--- config.mk ---
export PLATFORM = sky130hd
export DESIGN_NAME = sort_ctrl
export DESIGN_NICKNAME = d
export VERILOG_FILES = /design/src/rtl/sort_pkg.sv /design/src/rtl/sort_ctrl.sv
export SDC_FILE = /design/constraint.sdc
export NUM_CORES = 1
export LEC_CHECK = 0
export CAP_MARGIN = 20
export CORE_AREA = 2 2 39 41
export CTS_CLUSTER_SIZE = 14
export DETAILED_ROUTE_END_ITERATION = 10
export DIE_AREA = 0 0 41 43
export GPL_TIMING_DRIVEN = 0
export PLACE_DENSITY_LB_ADDON = 0.12
export SLEW_MARGIN = 20
export SYNTH_ARGS = -nofsm -noshare
export SYNTH_HDL_FRONTEND = slang
export SYNTH_SLANG_ARGS = --single-unit
--- constraint.sdc ---
create_clock -name clk -period 1.59 [get_ports clk]
set_clock_uncertainty 0.15 [all_clocks]
set_input_delay 0.159 -clock clk [delete_from_list [all_inputs] [get_ports clk]]
set_output_delay 0.159 -clock clk [all_outputs]
set_load 0.02 [all_outputs]
--- src/rtl/sort_pkg.sv ---
// ============================================================================
// sort_pkg : state encoding and mux-select encodings for the sort controller
// Rev 1.0
// ============================================================================
`default_nettype none

package sort_pkg;

  typedef enum logic [3:0] {
    S_IDLE  = 4'd0,
    S_RD_A  = 4'd1,
    S_LD_A  = 4'd2,
    S_RD_B  = 4'd3,
    S_LD_B  = 4'd4,
    S_CMP   = 4'd5,
    S_SW_J  = 4'd6,
    S_SW_I  = 4'd7,
    S_RL_A  = 4'd8,
    S_RLD_A = 4'd9,
    S_NXT   = 4'd10,
    S_DONE  = 4'd11
  } sort_state_t;

  localparam logic SEL_I = 1'b0;
  localparam logic SEL_J = 1'b1;
  localparam logic OUT_A = 1'b0;
  localparam logic OUT_B = 1'b1;

endpackage

`default_nettype wire

--- src/rtl/sort_ctrl.sv ---
// ============================================================================
// sort_ctrl : FSM sequencing an in-place ascending exchange sort datapath.
// Optional swap counter enabled by defining SORT_SWAP_CNT_EN.
// Rev 1.0
// ============================================================================
`default_nettype none

module sort_ctrl
  import sort_pkg::*;
#(
  parameter int L   = 4,
  parameter int SCW = 8
) (
  input  logic           clk,
  input  logic           rst,
  input  logic           go,
  input  logic           zi,
  input  logic           zj,
  input  logic           AgtB,
  output logic           busy,
  output logic           done,
  output logic           Wr,
  output logic           Li,
  output logic           Ei,
  output logic           Lj,
  output logic           Ej,
  output logic           EA,
  output logic           EB,
  output logic           Csel,
  output logic           Bout
`ifdef SORT_SWAP_CNT_EN
  ,
  output logic [SCW-1:0] swap_cnt
`endif
);

  // The counter must be able to hold K*(K-1)/2 swaps without saturating.
  generate
    if (((2 ** SCW) - 1) < (((2 ** L) * ((2 ** L) - 1)) / 2)) begin : g_scw_check
      $error("sort_ctrl: SCW too narrow for K*(K-1)/2 swaps");
    end
  endgenerate

  sort_state_t state_q, state_d;

  always_ff @(posedge clk or posedge rst) begin
    if (rst) state_q <= S_IDLE;
    else     state_q <= state_d;
  end

  always_comb begin
    state_d = state_q;
    case (state_q)
      S_IDLE:  if (go) state_d = S_RD_A;
      S_RD_A:  state_d = S_LD_A;
      S_LD_A:  state_d = S_RD_B;
      S_RD_B:  state_d = S_LD_B;
      S_LD_B:  state_d = S_CMP;
      S_CMP:   state_d = AgtB ? S_SW_J : S_NXT;
      S_SW_J:  state_d = S_SW_I;
      S_SW_I:  state_d = S_RL_A;
      S_RL_A:  state_d = S_RLD_A;
      S_RLD_A: state_d = S_NXT;
      S_NXT: begin
        if (!zj)      state_d = S_RD_B;
        else if (!zi) state_d = S_RD_A;
        else          state_d = S_DONE;
      end
      S_DONE:  if (!go) state_d = S_IDLE;
      default: state_d = S_IDLE;
    endcase
  end

  always_comb begin
    busy = 1'b1;
    done = 1'b0;
    Wr   = 1'b0;
    Li   = 1'b0;
    Ei   = 1'b0;
    Lj   = 1'b0;
    Ej   = 1'b0;
    EA   = 1'b0;
    EB   = 1'b0;
    Csel = SEL_I;
    Bout = OUT_A;
    case (state_q)
      S_IDLE: begin
        busy = 1'b0;
        Li   = 1'b1;
      end
      S_RD_A:  Lj = 1'b1;
      S_LD_A:  EA = 1'b1;
      S_RD_B:  Csel = SEL_J;
      S_LD_B: begin
        Csel = SEL_J;
        EB   = 1'b1;
      end
      S_CMP:   Csel = SEL_J;
      S_SW_J: begin
        Csel = SEL_J;
        Bout = OUT_A;
        Wr   = 1'b1;
      end
      S_SW_I: begin
        Csel = SEL_I;
        Bout = OUT_B;
        Wr   = 1'b1;
      end
      S_RL_A:  Csel = SEL_I;
      // Reload A so later compares in this pass use the swapped-in M[i].
      S_RLD_A: EA = 1'b1;
      S_NXT: begin
        if (!zj)      Ej = 1'b1;
        else if (!zi) Ei = 1'b1;
      end
      S_DONE: begin
        busy = 1'b0;
        done = 1'b1;
      end
      default: busy = 1'b0;
    endcase
  end

`ifdef SORT_SWAP_CNT_EN
  logic [SCW-1:0] swap_cnt_q, swap_cnt_d;

  always_ff @(posedge clk or posedge rst) begin
    if (rst) swap_cnt_q <= '0;
    else     swap_cnt_q <= swap_cnt_d;
  end

  always_comb begin
    swap_cnt_d = swap_cnt_q;
    if (state_q == S_IDLE && go)
      swap_cnt_d = '0;
    else if (state_q == S_SW_J && !(&swap_cnt_q))
      swap_cnt_d = swap_cnt_q + 1'b1;
  end

  assign swap_cnt = swap_cnt_q;
`endif

endmodule

`default_nettype wire

==> reports/summary.txt, run 1 <==
Yosys top cell area share - 0.2787
mapped cell area - 359.1 µm²
RSZ-0062 raised after global routing - yes
Cells after Synth - 46
# port buffers - 16
# setup viols final - 8
largest register by flop count - state_q
Clock Sinks - 4
Post-synth EDFFs - 0
WL final - 1117 µm
peak fanout along the critical path - 3
later-pin clock latency in the skew report - 0.25 ns
max reg flops - 4
Die ar. - 1763 µm²
initial core utilization - 0.2595
fin. max-slew vios - 0
Worst Setup Path Type - reg2out
min Tclk post-route - 1.750 ns
clk buf depth - 2
Clock Pin Slew Worst Setup and Hold Paths - 0.04 ns
cell taking the most area after synthesis - dfrtp_1
die width - 41 µm
Ant. Diodes - 0
Max IR drop VDD - 0.0009459 V
syn avg cell area - 7.806 µm²
Cell variety after synth - 22
CTS Buf Count - 3
CP arrival - 1.44 ns
CP peak stage delay - 0.41 ns
Ys Warns - 0
Clock Tree Root - clkbuf_4
initial DRC count - 4
Worst Path Required - 1.28 ns
total global routing overflow - 0
row count - 14
Hold/Removal Path Class - in2reg
Ports - 17
CTS tree - yes
commonest cells in the netlist - a21oi_1, dfrtp_1, nand2_1
PnR worst setup slack - -0.1603 ns
Buf/Inv on CP - 1
DR vias/cell - 4.925
Max Clock Freq - 0.5713 GHz
Largest regs - state_q x4
HP Start - go
ranking of synthesized cells by area - dfrtp_1, a21oi_1, buf_6
first-pass GRT wire length - 1890 µm
CP max stage cell - dfrtp_1
Tightest Pin Transition - 0.2825 ns
relative slew slack - 0.8117
fin crit share - 1.101
Detailed Place HPWL - 686.6 µm
die height - 43 µm
Synthesized Nets - 52
dominant synthesized flop cell - dfrtp_1
H-tree depth - 1
Hold Path Cell Cnt - 3
dpl ws - -0.3941 ns
total power - 1.410 mW
Final Wtd Congestion - 0.8268
cells along the critical path - nand2b_4 > or2_4 > nor4b_4 > buf_4
Seq/Total Area, Yosys - 0.2787
post-route ant nets - 0
share of layout cells above drive strength 1 - 0.5455
PwrDens - 1991 nW/µm²
async set-or-reset flop fraction in the synthesized netlist - 1.000
Final #Nets - 85
largest delay contributor family on the critical path - simple AND/OR/NAND/NOR gates
drc violations - 0
CP endpoint kind - output pin
P_leak - 0.3181 nW
largest net degree at the start of global routing - 11
Final Hold Vio Count - 0
flops & latches, synth - 4
aggregate global-route resource usage - 0.1714
core area - 1384 µm²
Max Cap Viol - 0
via count - 458
most frequent cell after synthesis - a21oi_1
Area Overhead vs Synth - 97.21%
Crit Reg-Reg Endpoint - state_q[0]
R2R cell count - 5
WHS - 0.4580 ns
failing checks - negative setup slack
status - finished with violations
1st-pass router iterations - 3
Setup crit start kind - register
vias in the first global route - 424
Hold Path End - state_q[0]
WL/cell - 12.01 µm
initial antenna violation count - 0
R2R Path Start - state_q[2]
register-to-register setup slack - 0.03 ns
final cells by class:
type / instances / area [µm²]
repair buffers: 28 / 235.2
flip-flops and latches: 4 / 101.3
clock buffers: 3 / 22.52
well taps: 16 / 20.02
plain buffers: 4 / 41.29
fillers: 131 / 675.6
inverters: 3 / 11.26
multi-input cells: 35 / 276.5
cell usage in the layout, fill, tap and decap left out:
| master | Yosys | routed |
|---|---|---|
| nand3b_1 | 1 | 1 |
| or2_4 | 0 | 2 |
| nand2b_4 | 0 | 1 |
| a21oi_1 | 7 | 5 |
| inv_2 | 2 | 2 |
| inv_1 | 1 | 1 |
| a21o_1 | 1 | 1 |
| or3_1 | 2 | 2 |
| nor2_1 | 3 | 2 |
| buf_2 | 1 | 2 |
| nand2b_1 | 3 | 2 |
| nand2_4 | 0 | 1 |
| o22ai_1 | 1 | 1 |
| clkbuf_4 | 0 | 3 |
| nor4b_4 | 0 | 1 |
| dfrtp_2 | 0 | 1 |
| buf_4 | 0 | 17 |
| a21oi_2 | 0 | 2 |
| clkdlybuf4s50_1 | 0 | 5 |
| a221oi_1 | 2 | 2 |
| dlygate4sd3_1 | 0 | 1 |
| clkdlybuf4s15_2 | 0 | 2 |
| buf_6 | 3 | 5 |
| dfrtp_1 | 4 | 3 |
| nor3_1 | 2 | 2 |
| nor2b_1 | 1 | 1 |
| nor4_4 | 0 | 2 |
| nor2_4 | 0 | 1 |
| nand3_1 | 1 | 1 |
| nand2_1 | 4 | 3 |
| o21ai_0 | 2 | 2 |
kinds of logic (layout without fill, tap and decap cells):
logic type / count (synthesis) / count (layout) / share of synthesized area
and+or+nand+nor: 22 / 22 / 0.3693
AOI/OAI and AO/OA: 13 / 13 / 0.2126
DFF: 4 / 4 / 0.2788
buffers and inverters: 7 / 38 / 0.1394
metrics by stage:
stage          instance area (µm²)  setup TNS (ns)  cells    util
2_1_floorplan                367.9       -0.003466     46       -
3_3_place_gp                 548.0          -2.764     78  0.3960
3_5_place_dp                 548.0          -2.616     78  0.3960
4_1_cts                      629.4         -0.5373     90  0.4548
5_1_grt                      708.2          -1.256     93  0.5118
6_report                     708.2         -0.6093     93  0.5118
worst max path at each step:
| stage | startpoint | to | depth (start not counted) |
|---|---|---|---|
| 6_report | state_q[2] | Ei | 4 |
| 5_1_grt | state_q[2] | Ei | 4 |
| 4_1_cts | state_q[2] | Ei | 4 |
| 3_5_place_dp | state_q[2] | Ei | 4 |
| 3_3_place_gp | state_q[2] | Ei | 4 |
| 2_1_floorplan | state_q[3] | Lj | 2 |
power by group:
| group | switching, mW | internal (mW) | leakage (nW) |
|---|---|---|---|
| clock network | 0.0508 | 0.0850 | 0.0138 |
| registers | 0.0465 | 0.148 | 0.0483 |
| logic | 0.545 | 0.534 | 0.256 |
worst reg2reg max path, cell delays in order, from the launching register on:
cell,delay (ns)
dfrtp_1,0.41
buf_6,0.15
buf_4,0.14
or3_1,0.34
a21oi_1,0.16
a221oi_1,0.07
routing by layer:
metal | vias up | share of wire | wire length [µm] | GRT usage
met5 | - | 0 | 0 | 0
met4 | 0 | 0.051 | 57 | 0.1800
li1 | 227 | - | - | -
met1 | 206 | 0.38 | 419 | 0.2182
met2 | 19 | 0.50 | 562 | 0.2000
met3 | 6 | 0.070 | 78 | 0.06283
what timing repair did:
action	4_1_cts	5_1_grt
resized for setup	56	13
endpoints found under the hold margin	4	0
hold buffers	1	0
pin swaps	4	3
endpoints found under the setup margin	11	11
buffers inserted	8	3
No activity file was read; power rests on OpenSTA's default activity.
==> run 2, diff against run 1 <==
==> constraint.sdc (replaced) <==
create_clock -name clk -period 1.59 [get_ports clk]
set_clock_uncertainty 0.15 [all_clocks]
set_input_delay 0.477 -clock clk [delete_from_list [all_inputs] [get_ports clk]]
set_output_delay 0.477 -clock clk [all_outputs]
set_load 0.02 [all_outputs]
==> run 2 against run 1 <==
Net effect: the run still ends with negative setup slack left; hold slack got worse by 0.18 ns; sequential share of layout area decreased by 1.6 points; sequential power decreased by 7%; critical path type is now in2out.
==> reports/summary.txt, run 2 (synthesis results as in run 1) <==
failing checks - negative setup slack (unchanged)
largest net degree at the start of global routing - 6 (was 11)
fin. max-slew vios - 0 (unchanged)
placed instance area - 610.6 µm² (was 548.0 µm²)
Crit Reg-Reg Endpoint - state_q[0] (unchanged)
met2 Use GR - 0.2594 (was 0.2000)
commonest non-fill, non-tap cell in the layout - buf_4 (unchanged)
multi-input logic area - 332.8 µm² (was 276.5 µm²)
Hold/Removal Path Class - in2async (was in2reg)
# setup viols final - 12 (was 8)
aggregate global-route resource usage - 0.1732 (was 0.1714)
Ant. Diodes - 0 (unchanged)
Die ar. - 1763 µm² (unchanged)
Setup crit start kind - primary input (was register)
most utilized layer in the global route result - met2 (was met1)
Max Cap Viol - 0 (unchanged)
Post-Route Setup TNS - -3.809 ns (was -0.6093 ns)
max reg flops - 4 (unchanged)
via count - 475 (was 458)
Max IR drop VDD - 0.0007247 V (was 0.0009459 V)
Buf/Inv on CP - 2 (was 1)
Max Clock Freq - 0.4858 GHz (was 0.5713 GHz)
CTS tree - yes (unchanged)
Design Area, Final - 795.8 µm² (was 708.2 µm²)
initial DRC count - 8 (was 4)
cells along the critical path - clkdlybuf4s50_1 > nor4b_4 > buf_4 (was nand2b_4 > or2_4 > nor4b_4 > buf_4)
met1 usage - 0.2305 (was 0.2182)
Clock Tree Root - clkbuf_4 (unchanged)
Reg area - 101.3 µm² (unchanged)
commonest non-fill, non-tap cells in the layout - buf_4, buf_6, clkdlybuf4s50_1 (was buf_4, buf_6, a21oi_1, clkdlybuf4s50_1)
1st-pass router iterations - 4 (was 3)
Clock Pin Slew Worst Setup and Hold Paths - 0.04 ns (about the same)
peak fanout along the critical path - 4 (was 3)
CTS Buf Count - 3 (unchanged)
CP Launch Point - zj (was state_q[2])
initial antenna violation count - 0 (unchanged)
WHS - 0.2772 ns (was 0.4580 ns)
CP arrival - 1.43 ns (was 1.44 ns)
R2R cell count - 6 (was 5)
register-to-register setup slack - -0.07 ns (was 0.03 ns)
CP peak stage delay - 0.56 ns (was 0.41 ns)
CP max stage cell - clkdlybuf4s50_1 (was dfrtp_1)
dpl ws - -0.8946 ns (was -0.3941 ns)
post-route ant nets - 0 (unchanged)
Detailed Place HPWL - 703.8 µm (was 686.6 µm)
RSZ-0062 raised after global routing - yes (unchanged)
Tightest Pin Transition - 0.2617 ns (was 0.2825 ns)
R2R Path Start - state_q[2] (unchanged)
Ports - 17 (unchanged)
status - finished with violations (unchanged)
# port buffers - 16 (unchanged)
total global routing overflow - 0 (unchanged)
Area Overhead vs Synth - 121.6% (was 97.21%)
largest register by flop count - state_q (unchanged)
total power - 1.603 mW (was 1.410 mW)
drc violations - 0 (unchanged)
PnR worst setup slack - -0.4686 ns (was -0.1603 ns)
relative slew slack - 0.8255 (was 0.8117)
Worst Setup Path Type - in2out (was reg2out)
vias in the first global route - 489 (was 424)
# fillers - 127 (was 131)
WP depth - 3 (was 4)
Clock Sinks - 4 (unchanged)
clk buf depth - 2 (unchanged)
die width - 41 µm (unchanged)
H-tree depth - 1 (unchanged)
P_leak - 0.3466 nW (was 0.3181 nW)
largest delay contributor family on the critical path - buffers and inverters (was simple AND/OR/NAND/NOR gates)
Worst Path Required - 0.96 ns (was 1.28 ns)
WL/cell - 13.41 µm (was 12.01 µm)
Final Hold Vio Count - 0 (unchanged)
core area - 1384 µm² (unchanged)
routing usage on met3 - 0.04712 (was 0.06283)
CP endpoint kind - output pin (unchanged)
Final #Nets - 87 (was 85)
Final Wtd Congestion - 0.8181 (was 0.8268)
Largest regs - state_q x4 (unchanged)
die height - 43 µm (unchanged)
Worst Setup EP - Ei (unchanged)
WL final - 1274 µm (was 1117 µm)
DR vias/cell - 5.000 (was 4.925)
PwrDens - 2015 nW/µm² (was 1991 nW/µm²)
share of layout cells above drive strength 1 - 0.6456 (was 0.5455)
row count - 14 (unchanged)
initial core utilization - 0.2595 (unchanged)
min Tclk post-route - 2.059 ns (was 1.750 ns)
later-pin clock latency in the skew report - 0.23 ns (was 0.25 ns)
fin crit share - 1.295 (was 1.101)
first-pass GRT wire length - 2097 µm (was 1890 µm)
==> run 2: changes by cell type in the layout (fill, tap and decap cells not counted), moves of 2 or more <==
| cell | change |
|---|---|
| a21oi_4 | +2 |
| nor3_1 | -2 |
| buf_6 | +7 |
| nor3_4 | +2 |
| clkdlybuf4s15_2 | -2 |
| buf_4 | -2 |
==> run 2: layer usage <==
metal	vias up	part of all wire
met2	15	0.55
met4	0	0
met5	-	0
met1	229	0.42
met3	0	0.032
li1	231	-
==> run 2: worst reg2reg max path, stage by stage (launching register included) <==
cell	delay [ns]
dfrtp_1	0.38
buf_4	0.16
buf_2	0.14
buf_4	0.13
or3_4	0.37
a21oi_2	0.14
a221oi_1	0.07
==> run 2: report_power, final <==
group	switching (mW)	total [mW]	internal, mW
Combinational	0.662	1.30	0.638
Sequential	0.0334	0.182	0.149
Clock	0.0373	0.121	0.0842
==> run 2: repair_timing <==
item	in CTS	in global routing
hold buffers	0	0
resized for setup	64	12
pin swaps	6	1
setup buffers	13	0
cloned	1	0
setup endpoints to repair	11	12
==> run 2: through the flow <==
stage / utilization / instances
after CTS: 0.5353 / 95
after global placement: 0.4412 / 78
after detailed placement: 0.4412 / 78
after global routing: 0.5750 / 95
after floorplan: - / 46
final: 0.5750 / 95
==> run 2: worst min-delay path by stage <==
stage / startpoint / endpoint / slack, ns / cells after the start
after floorplan: rst / state_q[0] / 0.09 / 1
after global placement: rst / state_q[1] / 0.52 / 2
after detailed placement: rst / state_q[3] / 0.52 / 2
after CTS: rst / state_q[0] / 0.28 / 2
after global routing: rst / state_q[0] / 0.31 / 2
final: rst / state_q[0] / 0.28 / 2
==> run 2: area by class of cell <==
class | instances | area share
Inverter | 3 | 0.01415
Tap cell | 16 | 0.02516
Sequential cell | 4 | 0.1274
Clock buffer | 3 | 0.02830
Timing Repair Buffer | 30 | 0.3302
Buffer | 4 | 0.05660
Multi-Input combinational cell | 35 | 0.4182
